## src/rtl/sudoku_uart_pkg.sv

```systemverilog
// ---------------------------------------------------------------------------
// sudoku_uart_pkg
// Shared constants and types for the sudoku UART command sequencer.
//   - ASCII command / response bytes exchanged with the host PC
//   - board geometry (cells per frame, cell index width)
//   - command sequencer FSM state encoding
//   - helper turning a stored cell value into its ASCII dump character
// ---------------------------------------------------------------------------
package sudoku_uart_pkg;

    // Board geometry: one frame carries every cell of the 9x9 board.
    localparam int            NUM_CELLS = 81;
    localparam int            IDX_W     = 7;
    localparam logic [IDX_W-1:0] LAST_IDX = IDX_W'(NUM_CELLS - 1);

    // Host commands
    localparam logic [7:0] CMD_LOAD  = 8'h4C;  // 'L'
    localparam logic [7:0] CMD_DUMP  = 8'h44;  // 'D'
    localparam logic [7:0] CMD_SOLVE = 8'h53;  // 'S'

    // Single-byte responses
    localparam logic [7:0] RSP_OK    = 8'h4B;  // 'K'
    localparam logic [7:0] RSP_ERR   = 8'h45;  // 'E'
    localparam logic [7:0] RSP_TMO   = 8'h54;  // 'T'

    // Dump characters
    localparam logic [7:0] ASCII_0   = 8'h30;  // '0'
    localparam logic [7:0] ASCII_Q   = 8'h3F;  // '?'
    localparam logic [7:0] ASCII_LF  = 8'h0A;  // line feed

    typedef enum logic [2:0] {
        ST_IDLE,
        ST_LOAD,
        ST_DUMP_RD,
        ST_DUMP_TX,
        ST_DUMP_NL,
        ST_RESP
    } state_t;

    // Values 0..9 print as their digit; anything larger cannot be a legal
    // sudoku cell, so it is flagged to the host as '?'.
    function automatic logic [7:0] cell_to_ascii(input logic [3:0] value);
        if (value <= 4'd9) begin
            return ASCII_0 | {4'h0, value};
        end
        return ASCII_Q;
    endfunction

endpackage

```

## src/rtl/sudoku_uart_cmd_ctrl.sv

```systemverilog
// ---------------------------------------------------------------------------
// sudoku_uart_cmd_ctrl
// Byte-command sequencer between the RS-232 UART core (Avalon-ST) and the
// sudoku board RAM / solver control.
//   'L' + 81 digits : write the board into RAM, answer 'K'
//   'D'             : stream the board back as 81 ASCII digits + LF
//   'S'             : pulse solve_start, answer 'K'
//   anything else   : answer 'E'; a silent load frame answers 'T'
//
// Ports
//   i_clk, i_reset          clock, asynchronous active-high reset
//   i_rx_data/valid/error   byte stream from the UART receiver
//   o_rx_ready              back-pressure to the UART receiver
//   o_tx_data/valid/error   byte stream to the UART transmitter
//   i_tx_ready              transmitter accepts the presented byte
//   o_cell_addr/wdata/we    board RAM write/read port
//   i_cell_rdata            board RAM read data (1-cycle latency)
//   o_load_done             pulse with the final cell write of a load
//   o_solve_start           pulse on an accepted 'S' command
//   o_busy                  sequencer is not idle
// ---------------------------------------------------------------------------
module sudoku_uart_cmd_ctrl
    import sudoku_uart_pkg::*;
#(
    parameter int unsigned TIMEOUT_CYCLES = 50000000
) (
    input  logic             i_clk,
    input  logic             i_reset,
    input  logic [7:0]       i_rx_data,
    input  logic             i_rx_valid,
    input  logic             i_rx_error,
    output logic             o_rx_ready,
    output logic [7:0]       o_tx_data,
    output logic             o_tx_valid,
    output logic             o_tx_error,
    input  logic             i_tx_ready,
    output logic [IDX_W-1:0] o_cell_addr,
    output logic [3:0]       o_cell_wdata,
    output logic             o_cell_we,
    input  logic [3:0]       i_cell_rdata,
    output logic             o_load_done,
    output logic             o_solve_start,
    output logic             o_busy
);

    localparam logic [31:0] TMO_LIMIT  = 32'(TIMEOUT_CYCLES);
    localparam bit          TMO_ENABLE = (TIMEOUT_CYCLES != 0);

    state_t           r_state;
    logic [IDX_W-1:0] r_idx;
    logic [31:0]      r_tmoCnt;
    logic [7:0]       r_txData;
    logic             r_txValid;
    logic [IDX_W-1:0] r_cellAddr;
    logic [3:0]       r_cellWdata;
    logic             r_cellWe;
    logic             r_loadDone;
    logic             r_solveStart;

    state_t           w_state;
    logic [IDX_W-1:0] w_idx;
    logic [31:0]      w_tmoCnt;
    logic [7:0]       w_txData;
    logic             w_txValid;
    logic [IDX_W-1:0] w_cellAddr;
    logic [3:0]       w_cellWdata;
    logic             w_cellWe;
    logic             w_loadDone;
    logic             w_solveStart;

    logic             w_rxAccept;
    logic             w_rxDigit;
    logic             w_txHandshake;

    assign o_rx_ready    = (r_state == ST_IDLE) || (r_state == ST_LOAD);
    assign w_rxAccept    = i_rx_valid && o_rx_ready;
    assign w_rxDigit     = (i_rx_data[7:4] == 4'h3) && (i_rx_data[3:0] <= 4'd9);
    assign w_txHandshake = r_txValid && i_tx_ready;

    assign o_tx_data     = r_txData;
    assign o_tx_valid    = r_txValid;
    assign o_tx_error    = 1'b0;
    assign o_cell_addr   = r_cellAddr;
    assign o_cell_wdata  = r_cellWdata;
    assign o_cell_we     = r_cellWe;
    assign o_load_done   = r_loadDone;
    assign o_solve_start = r_solveStart;
    assign o_busy        = (r_state != ST_IDLE);

    // State and output registers; every output the host or RAM sees comes
    // straight from a flop.
    always_ff @(posedge i_clk or posedge i_reset) begin
        if (i_reset) begin
            r_state      <= ST_IDLE;
            r_idx        <= '0;
            r_tmoCnt     <= '0;
            r_txData     <= '0;
            r_txValid    <= 1'b0;
            r_cellAddr   <= '0;
            r_cellWdata  <= '0;
            r_cellWe     <= 1'b0;
            r_loadDone   <= 1'b0;
            r_solveStart <= 1'b0;
        end else begin
            r_state      <= w_state;
            r_idx        <= w_idx;
            r_tmoCnt     <= w_tmoCnt;
            r_txData     <= w_txData;
            r_txValid    <= w_txValid;
            r_cellAddr   <= w_cellAddr;
            r_cellWdata  <= w_cellWdata;
            r_cellWe     <= w_cellWe;
            r_loadDone   <= w_loadDone;
            r_solveStart <= w_solveStart;
        end
    end

    // Next-state and next-output decode. Strobes default low; everything
    // else holds. Entering RESP always loads a response byte and raises
    // tx_valid in the same step.
    always_comb begin
        w_state      = r_state;
        w_idx        = r_idx;
        w_tmoCnt     = r_tmoCnt;
        w_txData     = r_txData;
        w_txValid    = r_txValid;
        w_cellAddr   = r_cellAddr;
        w_cellWdata  = r_cellWdata;
        w_cellWe     = 1'b0;
        w_loadDone   = 1'b0;
        w_solveStart = 1'b0;

        case (r_state)
            ST_IDLE: begin
                if (w_rxAccept) begin
                    if (i_rx_error) begin
                        // A corrupted byte is never decoded as a command.
                        w_state   = ST_RESP;
                        w_txData  = RSP_ERR;
                        w_txValid = 1'b1;
                    end else begin
                        case (i_rx_data)
                            CMD_LOAD: begin
                                w_state  = ST_LOAD;
                                w_idx    = '0;
                                w_tmoCnt = '0;
                            end
                            CMD_DUMP: begin
                                w_state    = ST_DUMP_RD;
                                w_idx      = '0;
                                w_cellAddr = '0;
                            end
                            CMD_SOLVE: begin
                                w_solveStart = 1'b1;
                                w_state      = ST_RESP;
                                w_txData     = RSP_OK;
                                w_txValid    = 1'b1;
                            end
                            default: begin
                                w_state   = ST_RESP;
                                w_txData  = RSP_ERR;
                                w_txValid = 1'b1;
                            end
                        endcase
                    end
                end
            end

            ST_LOAD: begin
                if (w_rxAccept) begin
                    w_tmoCnt = '0;
                    if (i_rx_error || !w_rxDigit) begin
                        // Abort; cells already written are left in RAM.
                        w_state   = ST_RESP;
                        w_txData  = RSP_ERR;
                        w_txValid = 1'b1;
                    end else begin
                        // '0'..'9' are 0x30..0x39, so the low nibble is
                        // already the cell value.
                        w_cellWe    = 1'b1;
                        w_cellAddr  = r_idx;
                        w_cellWdata = i_rx_data[3:0];
                        w_idx       = r_idx + 1'b1;
                        if (r_idx == LAST_IDX) begin
                            w_loadDone = 1'b1;
                            w_state    = ST_RESP;
                            w_txData   = RSP_OK;
                            w_txValid  = 1'b1;
                        end
                    end
                end else if (TMO_ENABLE && (r_tmoCnt == TMO_LIMIT)) begin
                    // An arriving byte is checked first, so it beats the
                    // timeout when both land in the same cycle.
                    w_state   = ST_RESP;
                    w_txData  = RSP_TMO;
                    w_txValid = 1'b1;
                end else begin
                    w_tmoCnt = r_tmoCnt + 32'd1;
                end
            end

            ST_DUMP_RD: begin
                // cell_addr was set to idx on the way in; this cycle gives
                // the RAM its read latency.
                w_state = ST_DUMP_TX;
            end

            ST_DUMP_TX: begin
                if (!r_txValid) begin
                    w_txData  = cell_to_ascii(i_cell_rdata);
                    w_txValid = 1'b1;
                end else if (i_tx_ready) begin
                    if (r_idx == LAST_IDX) begin
                        w_state  = ST_DUMP_NL;
                        w_txData = ASCII_LF;
                    end else begin
                        w_txValid  = 1'b0;
                        w_idx      = r_idx + 1'b1;
                        w_cellAddr = r_idx + 1'b1;
                        w_state    = ST_DUMP_RD;
                    end
                end
            end

            ST_DUMP_NL, ST_RESP: begin
                if (w_txHandshake) begin
                    w_txValid = 1'b0;
                    w_state   = ST_IDLE;
                end
            end

            default: begin
                w_state   = ST_IDLE;
                w_txValid = 1'b0;
            end
        endcase
    end

endmodule
```

## config.mk

```make
export PLATFORM = sky130hd
export DESIGN_NAME = sudoku_uart_cmd_ctrl
export DESIGN_NICKNAME = d
export VERILOG_FILES = /design/src/rtl/sudoku_uart_pkg.sv /design/src/rtl/sudoku_uart_cmd_ctrl.sv
export SDC_FILE = /design/constraint.sdc
export NUM_CORES = 1
export LEC_CHECK = 0
export BUFFER_PORTS_ARGS = -buffer_cell sky130_fd_sc_hd__buf_4
export CAP_MARGIN = 20
export CORE_UTILIZATION = 40
export DETAILED_ROUTE_END_ITERATION = 10
export HOLD_SLACK_MARGIN = 0.15
export PLACE_DENSITY = 0.69
export SETUP_SLACK_MARGIN = 0.3
export SYNTH_ARGS = -nofsm -noshare
export SYNTH_HDL_FRONTEND = slang
export SYNTH_SLANG_ARGS = --single-unit
```

## constraint.sdc

```tcl
create_clock -name i_clk -period 5.58 [get_ports i_clk]
set_input_delay 0.558 -clock i_clk [delete_from_list [all_inputs] [get_ports i_clk]]
set_output_delay 0.558 -clock i_clk [all_outputs]
set_load 0.03 [all_outputs]
```

==> results.txt, run 1 <==
WL met3 - 346 um
Vias per cell - 5.42
Worst endpoint required time - 5.82 ns
Max incr delay on CP - 0.83 ns
Switching power - 0.567 mW
Routed Wire Length - 8390 um
Overall Global Routing Usage - 0.182
Yosys warns - 0
Skew-Pair Late Insertion Delay - 0.35 ns
CTS Hold Bufs - 0
Hold Violations, Final - 0
Number of flops mapped to enable cells by yosys - 0
Synth Area in Compound Gates - 0.133
Initial antenna violation count - 0
CP max-delay cell - dfrtp_1
Synth Area in Simple Gates - 0.280
Ys flop type - dfrtp_1
GPL Wtd Cong - 0.798
Met1 WL - 4020 um
Post-route ant nets - 0
Max-slew headroom - 0.400
Mapped Avg Cell Area - 9.55 um2
Arr. time, crit path - 2.68 ns
Synthesized-area fraction occupied by adder cells - 0.0131
Num ports - 43
Most frequent cell after synthesis - dfrtp_1
CP startpoint kind - register
Clock share of power - 0.254
Final WS setup - 3.14 ns
Top routing layer in use - met4
R2r startpoint - r_state[1]
DPL Wire Length - 5850 um
Cell taking the most area after synthesis - dfrtp_1
Synth unique cells - 62
Core Util, Final - 0.473
DR iter-0 viols - 127
Hold Crit Class - primary input to asynchronous set/reset pin
RSZ-0062 raised after global routing - false
Pwr per Cell Area - 319 nW/um2
Ant diodes - 0
# setup viols final - 0
Reg clk slew, reported paths - 0.08 ns
Synth cell count leaders - dfrtp_1 (64), nand2_1 (39), nor2_1 (33), inv_1 (20), nand3_1 (19)
Largest net degree at the start of global routing - 65
Fill cells - 879
Root buf cell - clkbuf_8
CTS tree - yes
R2r setup slk - 3.14 ns
Die width - 99.6 um
DR vias - 3097
Setup tns final - 0 ns
Share of cells above drive strength 1 - 0.204
Peak supply drop - 134 uV
Critical Path Sink Type - register
Mux share of post-synthesis cell area - 0.0607
Largest family of logic cells by synthesized area - simple AND/OR/NAND/NOR gates
Outcome - finished, final reports clean
Power Internal - 0.829 mW
Final min period - 2.44 ns
PortBufs - 40
Post-route design area - 4370 um2
Gate power share - 0.342
Max Freq - 410 MHz
Resized Gates After CTS - 0
Residual DRC - 0
Die height - 99.6 um
Period Utilization, post-route - 0.437
Worst-Margin Slew - 0.900 ns
DP Worst Slack - 2.85 ns
Row count - 35
Routed wire per std cell - 14.7 um
Core ar. - 9240 um2
Placed inst area - 4200 um2
Synthesized cell area - 3810 um2
Top post-synthesis cells by area - dfrtp_1 (42%), xnor2_1 (3.9%), nand2_1 (3.8%), nor2_1 (3.3%), mux2i_1 (2.6%)
Leak - 1.92 nW
Final max-slew violation count - 0
Async S/R FF share, synth - 1.00
Worst hold slack - 0.443 ns
Synth Register Bits - 64
Synth top area share - 0.420
CP endpoint - r_tmoCnt[30]
CTS buffer count - 9
Multi-input logic area - 2050 um2
Instance count on the critical path - 5
Max-cap violations - 0
Delay-heaviest family, CP - simple AND/OR/NAND/NOR gates
Crit-path max FO - 23
Number of nets in the layout - 458
Worst Setup Path Type - register to register
Sequential power share - 0.404
CP Cell Sequence - nor3b_1, nand2b_1, and3_1, a311oi_1, a41o_1
Clock sink count - 64
Vias in the first global route - 3067
Clk_skew - 0.0114 ns
CP Buf/Inv Count - 0
Maximum root-to-sink buffer count - 2
GRT overflow - 0
Register area - 1600 um2
DIE AREA - 9920 um2
Starting density of the core - 0.412
Setup bufs post-CTS - 0
Area grow syn2layout - 14.6%
Post-Syn Instances - 399
First-pass GRT wire length - 14400 um
Seq/Total Area, Yosys - 0.420
RR Endpoint - r_tmoCnt[30]
DRT Pass-1 Iters - 4
Synth Area in XOR/XNOR - 0.0483
Sw Share - 0.406
Met2 WL - 3870 um
CP startpoint - r_state[1]
R2R depth - 5
H-tree depth - 3
-- through the flow --
step / std cells / total power, mW
after floorplan: 400 / 0.929
after global placement: 555 / 1.04
after detailed placement: 555 / 1.05
after CTS: 571 / 1.40
after global routing: 571 / 1.47
final: 571 / 1.40
-- sequential cells by signal, indices dropped and copies added, names as in the netlist --
| signal | count |
|---|---|
| r_state | 3 |
| o_cell_we | 1 |
| o_tx_valid | 1 |
| o_load_done | 1 |
| r_idx | 7 |
| r_tmoCnt | 32 |
| o_tx_data | 7 |
| o_cell_addr | 7 |
| o_solve_start | 1 |
| o_cell_wdata | 4 |
-- cells by family after synthesis --
logic type / count (synthesis)
other: 1
buffers and inverters: 36
flip-flops: 64
adder cells (fa/ha/maj): 4
XOR/XNOR: 21
AND/OR/NAND/NOR: 182
multiplexers: 20
AO/OA/AOI/OAI: 71
-- power groups by stage --
stage	sequential (mW)	clock (mW)	combinational [mW]
after global routing	0.571	0.382	0.519
after global placement	0.570	0	0.473
after detailed placement	0.571	0	0.475
after CTS	0.562	0.362	0.478
final	0.564	0.355	0.477
after floorplan	0.577	0	0.352
-- worst min-delay path by stage --
stage                            to  cells after the start
finish               o_cell_addr[1]                      3
global route        o_cell_wdata[2]                      3
CTS                 o_cell_wdata[2]                      3
detailed placement  o_cell_wdata[0]                      2
global placement    o_cell_wdata[1]                      2
floorplan               r_tmoCnt[3]                      1
-- routing by layer --
| layer | vias to the layer above | track usage |
|---|---|---|
| met2 | 81 | 0.301 |
| met1 | 1491 | 0.242 |
| met3 | 14 | 0.0211 |
| li1 | 1511 | - |
| met5 | - | 0 |
| met4 | 0 | 0.0792 |
-- worst reg2reg max path: cells and delay by family (launching register included) --
family	cells	cell delay [ns]
DFF	1	0.83
and+or+nand+nor	3	1.16
AOI/OAI and AO/OA	2	0.36
-- cells in the final DEF (no fill, tap or decap), types with 3 or more instances in the layout --
master / instances
xor2_1: 4
a21oi_1: 14
nand3_1: 19
and4_1: 3
o21ai_0: 16
o31ai_1: 8
nand4b_1: 3
and2_1: 5
mux2i_1: 10
nor4b_1: 5
nand2_1: 39
a21o_1: 7
clkbuf_8: 9
nor4_1: 12
xnor2_1: 17
inv_1: 19
buf_4: 41
nand2b_1: 9
or3_1: 4
nor4_4: 3
a31oi_1: 4
mux2_2: 5
dfrtp_1: 64
nor3_1: 11
ha_1: 4
nor2_1: 33
nor2_2: 4
and3_1: 6
clkinvlp_4: 4
mux2_4: 5
nand4_1: 11
-- cell type report --
class	count	area share
Tap cell	129	0.0369
Timing Repair Buffer	41	0.0704
Clock buffer	9	0.0284
Inverter	21	0.0180
Multi-Input combinational cell	300	0.468
Clock inverter	7	0.0112
Sequential cell	64	0.367
Note: power is estimated with default switching activity, not from simulation.
==> run 2, diff against run 1 <==
PLACE_DENSITY = 0.71   (was 0.69)
clock period = 2 ns   (was 5.58 ns; I/O delays follow)
==> run 2 against run 1 <==
  * Register-to-register slack got worse by 3.1 ns
  * Die area did not move
  * Global-route usage rose by 3.9 points
  * Critical endpoint is now o_tx_data[0]
  * Largest cell class unchanged
==> results.txt, run 2 (synthesis gave the netlist of run 1 again) <==
DPL Wire Length - 6630 um
Final min period - 1.95 ns
Largest net degree at the start of global routing - 27
Placed inst area - 4600 um2
Reg clk slew, reported paths - 0.08 ns
Worst endpoint required time - 2.25 ns
Overall Global Routing Usage - 0.221
Skew-Pair Late Insertion Delay - 0.36 ns
Max-slew headroom - 0.580
Max-cap violations - 0
H-tree depth - 3
DR iter-0 viols - 256
Final max-slew violation count - 0
Leak - 2.58 nW
GRT overflow - 0
DR vias - 3799
Worst-Margin Slew - 0.629 ns
Ant diodes - 0
Critical Path Sink Type - register
Die width - 99.6 um
Largest register FFs - 32
Most flops, register - r_tmoCnt
DRT Pass-1 Iters - 5
Hold Violations, Final - 0
Die height - 99.6 um
RSZ-0062 raised after global routing - true
GPL Wtd Cong - 0.911
Vias in the first global route - 3633
Clock sink count - 64
WHS Path Cells - 3
First-pass GRT wire length - 17400 um
Commonest non-fill, non-tap cell in the layout - buf_4
Vias per cell - 5.75
Crit-path max FO - 8
Core ar. - 9240 um2
Root buf cell - clkbuf_8
HP Start - i_rx_error
Setup tns final - 0 ns
Arr. time, crit path - 2.19 ns
R2R depth - 7
Post-route ant nets - 0
Residual DRC - 0
Num ports - 43
Starting density of the core - 0.412
Worst Setup Path Type - register to register
RR Endpoint - o_tx_data[0]
Hold endpoint - o_solve_start
Most frequent cells in the layout - buf_4 (101), dfrtp_1 (60), nand2_1 (34)
Routed wire per std cell - 17.9 um
# setup viols final - 0
Total power - 5.45 mW
CP startpoint kind - register
Pwr per Cell Area - 940 nW/um2
R2r startpoint - r_tmoCnt[0]
Row count - 35
Number of nets in the layout - 548
Area grow syn2layout - 52.2%
Peak supply drop - 478 uV
PortBufs - 40
Maximum root-to-sink buffer count - 2
R2r setup slk - 0.05 ns
Routed Wire Length - 11800 um
Worst hold slack - 0.179 ns
CTS tree - yes
DIE AREA - 9920 um2
Max Freq - 513 MHz
Clk_skew - 0.0147 ns
Outcome - finished, final reports clean
Post-route design area - 5800 um2
Initial antenna violation count - 0
CTS buffer count - 9
Hold Crit Class - primary input to register
Period Utilization, post-route - 0.974
Share of cells above drive strength 1 - 0.470
## run 2: cell types whose count changed in the layout (fill, tap and decap cells not counted), sizes merged
cell,previous run,this run
dlygate4sd3,0,6
buf,41,123
inv,21,19
bufinv,0,2
nand3,19,20
bufbuf,0,1
clkinvlp,4,3
clkbuf,9,10
## run 2: area by class of cell
class                      instances  area (um2)
multi-input combinational        301        2600
timing repair buffer             130        1120
clock buffer                      10         128
clock inverter                     6        93.8
tap                              129         161
inverter                          21        88.8
fill                             674        3440
sequential                        64        1610
## run 2: worst max-delay path by stage
| stage | startpoint | to | slack (ns) | depth (start not counted) |
|---|---|---|---|---|
| 3_5_place_dp | i_rx_data[0] | r_tmoCnt[4] | 0.03 | 7 |
| 4_1_cts | r_state[2] | o_cell_wdata[3] | 0.16 | 4 |
| 3_3_place_gp | r_state[2] | o_cell_wdata[3] | 0.07 | 4 |
| 5_1_grt | r_tmoCnt[0] | o_tx_data[0] | 0.003 | 7 |
| 2_1_floorplan | r_state[1] | o_tx_data[6] | 0.02 | 6 |
| 6_report | r_tmoCnt[0] | o_tx_data[0] | 0.05 | 7 |
## run 2: report_power, final
| part | switching (mW) | leakage, nW | internal [mW] | total (mW) |
|---|---|---|---|---|
| combinational | 1.46 | 1.61 | 1.23 | 2.69 |
| clock | 0.583 | 0.107 | 0.709 | 1.29 |
| sequential | 0.0749 | 0.863 | 1.40 | 1.48 |
| total | 2.12 | 2.58 | 3.34 | 5.45 |
## run 2: worst max-delay path, stage by stage, from the launching register on
cell and delay, ns:
dfrtp_1 0.40, inv_1 0.07, ha_2 0.18, nor4b_4 0.20
nand4_1 0.18, o21ai_2 0.27, o211ai_4 0.20, mux2_4 0.34
## run 2: repair_timing
item,4_1_cts,5_1_grt
hold endpoints to repair,27,0
hold buffers,6,0
cloned,1,1
buffers inserted,22,18
pin swaps,12,34
endpoints found under the setup margin,55,63
gates resized for setup,39,82
## run 2: through the flow
step            util  worst slack (ns)  std cells
5_1_grt        0.628           0.00340        661
6_report       0.628            0.0517        661
3_3_place_gp   0.498            0.0750        597
4_1_cts        0.571             0.156        642
2_1_floorplan      -            0.0228        400
3_5_place_dp   0.498            0.0304        597
## run 2: routing by layer
| metal | global-route usage | up-vias | wire, um |
|---|---|---|---|
| li1 | - | 1711 | - |
| met1 | 0.283 | 1872 | 4880 |
| met2 | 0.369 | 172 | 5900 |
| met3 | 0.0337 | 44 | 634 |
| met4 | 0.101 | 0 | 417 |
| met5 | 0 | - | 0 |
==> run 3, diff against run 2 <==
RECOVER_POWER = 50   (was default)
TNS_END_PERCENT = 5   (was default)
==> run 3 against run 2 <==
  * The flow now finishes with violations (negative setup slack)
  * Maximum frequency shrank 3.9%
  * Core utilization shrank 5.8 points
  * Worst setup slack lost 0.080 ns
  * Cell count shrank 5.0%
  * Register-to-register slack lost 0.08 ns
  * Design area shrank 9.3%
  * Sequential share of layout area grew 2.8 points
  * Clock power shrank 11%
  * Routed wire length shrank 12%
  * Critical path type unchanged
==> results.txt, run 3 (synthesis gave the netlist of run 1 again) <==
Setup tns final - -0.204 ns
Largest register FFs - 32
Critical Path Sink Type - register
GRT overflow - 0
Max Freq - 493 MHz
R2R depth - 5
Number of nets in the layout - 517
# setup viols final - 10
Hold Violations, Final - 0
Pwr per Cell Area - 931 nW/um2
Final min period - 2.03 ns
DIE AREA - 9920 um2
Period Utilization, post-route - 1.01
Crit-path max FO - 8
Core ar. - 9240 um2
Post-route ant nets - 0
Non-Filler Instances - 628
Reg clk slew, reported paths - 0.07 ns
Root buf cell - clkbuf_8
First-pass GRT wire length - 15800 um
Max-cap violations - 0
Hold Crit Class - primary input to register
Die width - 99.6 um
Routed Wire Length - 10400 um
Worst Setup Path Type - register to register
Power Internal - 2.95 mW
Most frequent cells in the layout - buf_4 (76), dfrtp_1 (63), nand2_1 (37)
Sequential power share - 0.303
DPL Wire Length - 6520 um
Clk_skew - 0.0121 ns
Initial antenna violation count - 0
Peak supply drop - 495 uV
Vias in the first global route - 3309
Clock share of power - 0.234
Skew-Pair Late Insertion Delay - 0.36 ns
PortBufs - 40
Die height - 99.6 um
WHS Path Cells - 3
H-tree depth - 3
Overall Global Routing Usage - 0.201
Share of cells above drive strength 1 - 0.373
Worst hold slack - 0.163 ns
Commonest non-fill, non-tap cell in the layout - buf_4
Core Util, Final - 0.569
R2r setup slk - -0.03 ns
Final max-slew violation count - 0
Arr. time, crit path - 2.27 ns
CTS tree - yes
Residual DRC - 0
Worst-Margin Slew - 0.875 ns
Maximum root-to-sink buffer count - 2
Vias per cell - 5.55
Leak - 2.31 nW
Largest net degree at the start of global routing - 65
Starting density of the core - 0.412
GPL Wtd Cong - 0.872
Final WS setup - -0.0280 ns
DP Worst Slack - -0.00557 ns
Most flops, register - r_tmoCnt
Register area - 1600 um2
Routed wire per std cell - 16.5 um
RSZ-0062 raised after global routing - true
DRT Pass-1 Iters - 4
Num ports - 43
Sw Share - 0.397
Outcome - finished with violations
Fill cells - 783
DR vias - 3487
Clock sink count - 64
Row count - 35
DR iter-0 viols - 183
CTS buffer count - 9
Switching power - 1.94 mW
Max-slew headroom - 0.417
Ant diodes - 0
Failing checks - negative setup slack
Placed insts - 596
Worst endpoint required time - 2.24 ns
CP startpoint kind - register
Area grow syn2layout - 38.1%
Multi-input logic area - 2450 um2
Gate power share - 0.463
run 3: routing by layer:
layer | global-route usage | share of wire | vias up
met4 | 0.104 | 0.022 | 0
met3 | 0.0260 | 0.033 | 22
met1 | 0.265 | 0.44 | 1756
li1 | - | - | 1627
met5 | 0 | 0 | -
met2 | 0.323 | 0.50 | 82
run 3: cell type report:
class	count	area share
multi-input combinational	300	0.466
sequential	64	0.305
inverter	21	0.0157
clock inverter	3	0.00809
timing repair buffer	100	0.146
clock buffer	11	0.0288
tap	129	0.0307
run 3: path summary, 6_finish.rpt:
path / endpoint / from
hold / removal: o_solve_start / i_rx_data[7]
max in group asynchronous: r_tmoCnt[12] / i_reset
hold reg to reg: o_cell_wdata[0] / o_cell_wdata[0]
setup / recovery: o_tx_data[1] / r_state[0]
min in group asynchronous: o_cell_addr[5] / i_reset
setup reg to reg: o_tx_data[1] / r_state[0]
run 3: critical path, cell delays in order, from the launching register on:
cell and delay, ns:
dfrtp_1 0.45, or3b_4 0.44, nor4_4 0.34, a2bb2oi_2 0.15, o211ai_4 0.20, mux2_4 0.34
run 3: per-stage QoR:
step | power, mW | instance area, um2
6_report | 4.90 | 5260
5_1_grt | 5.10 | 5260
2_1_floorplan | 2.59 | 3810
3_5_place_dp | 3.20 | 4520
3_3_place_gp | 3.16 | 4520
4_1_cts | 4.38 | 4800
run 3: power groups by stage:
stage / sequential, mW / clock [mW] / combinational, mW
5_1_grt: 1.49 / 1.21 / 2.40
3_3_place_gp: 1.49 / 0 / 1.68
4_1_cts: 1.47 / 1.15 / 1.75
6_report: 1.49 / 1.15 / 2.26
2_1_floorplan: 1.61 / 0 / 0.985
3_5_place_dp: 1.49 / 0 / 1.70
run 3: repair_timing:
item / CTS / global route
endpoints found under the setup margin: 55 / 62
hold buffers: 6 / 0
hold endpoints to repair: 68 / 0
gates cloned: 0 / 0
setup buffers: 2 / 10
pin swaps: 3 / 54
resized for setup: 3 / 91
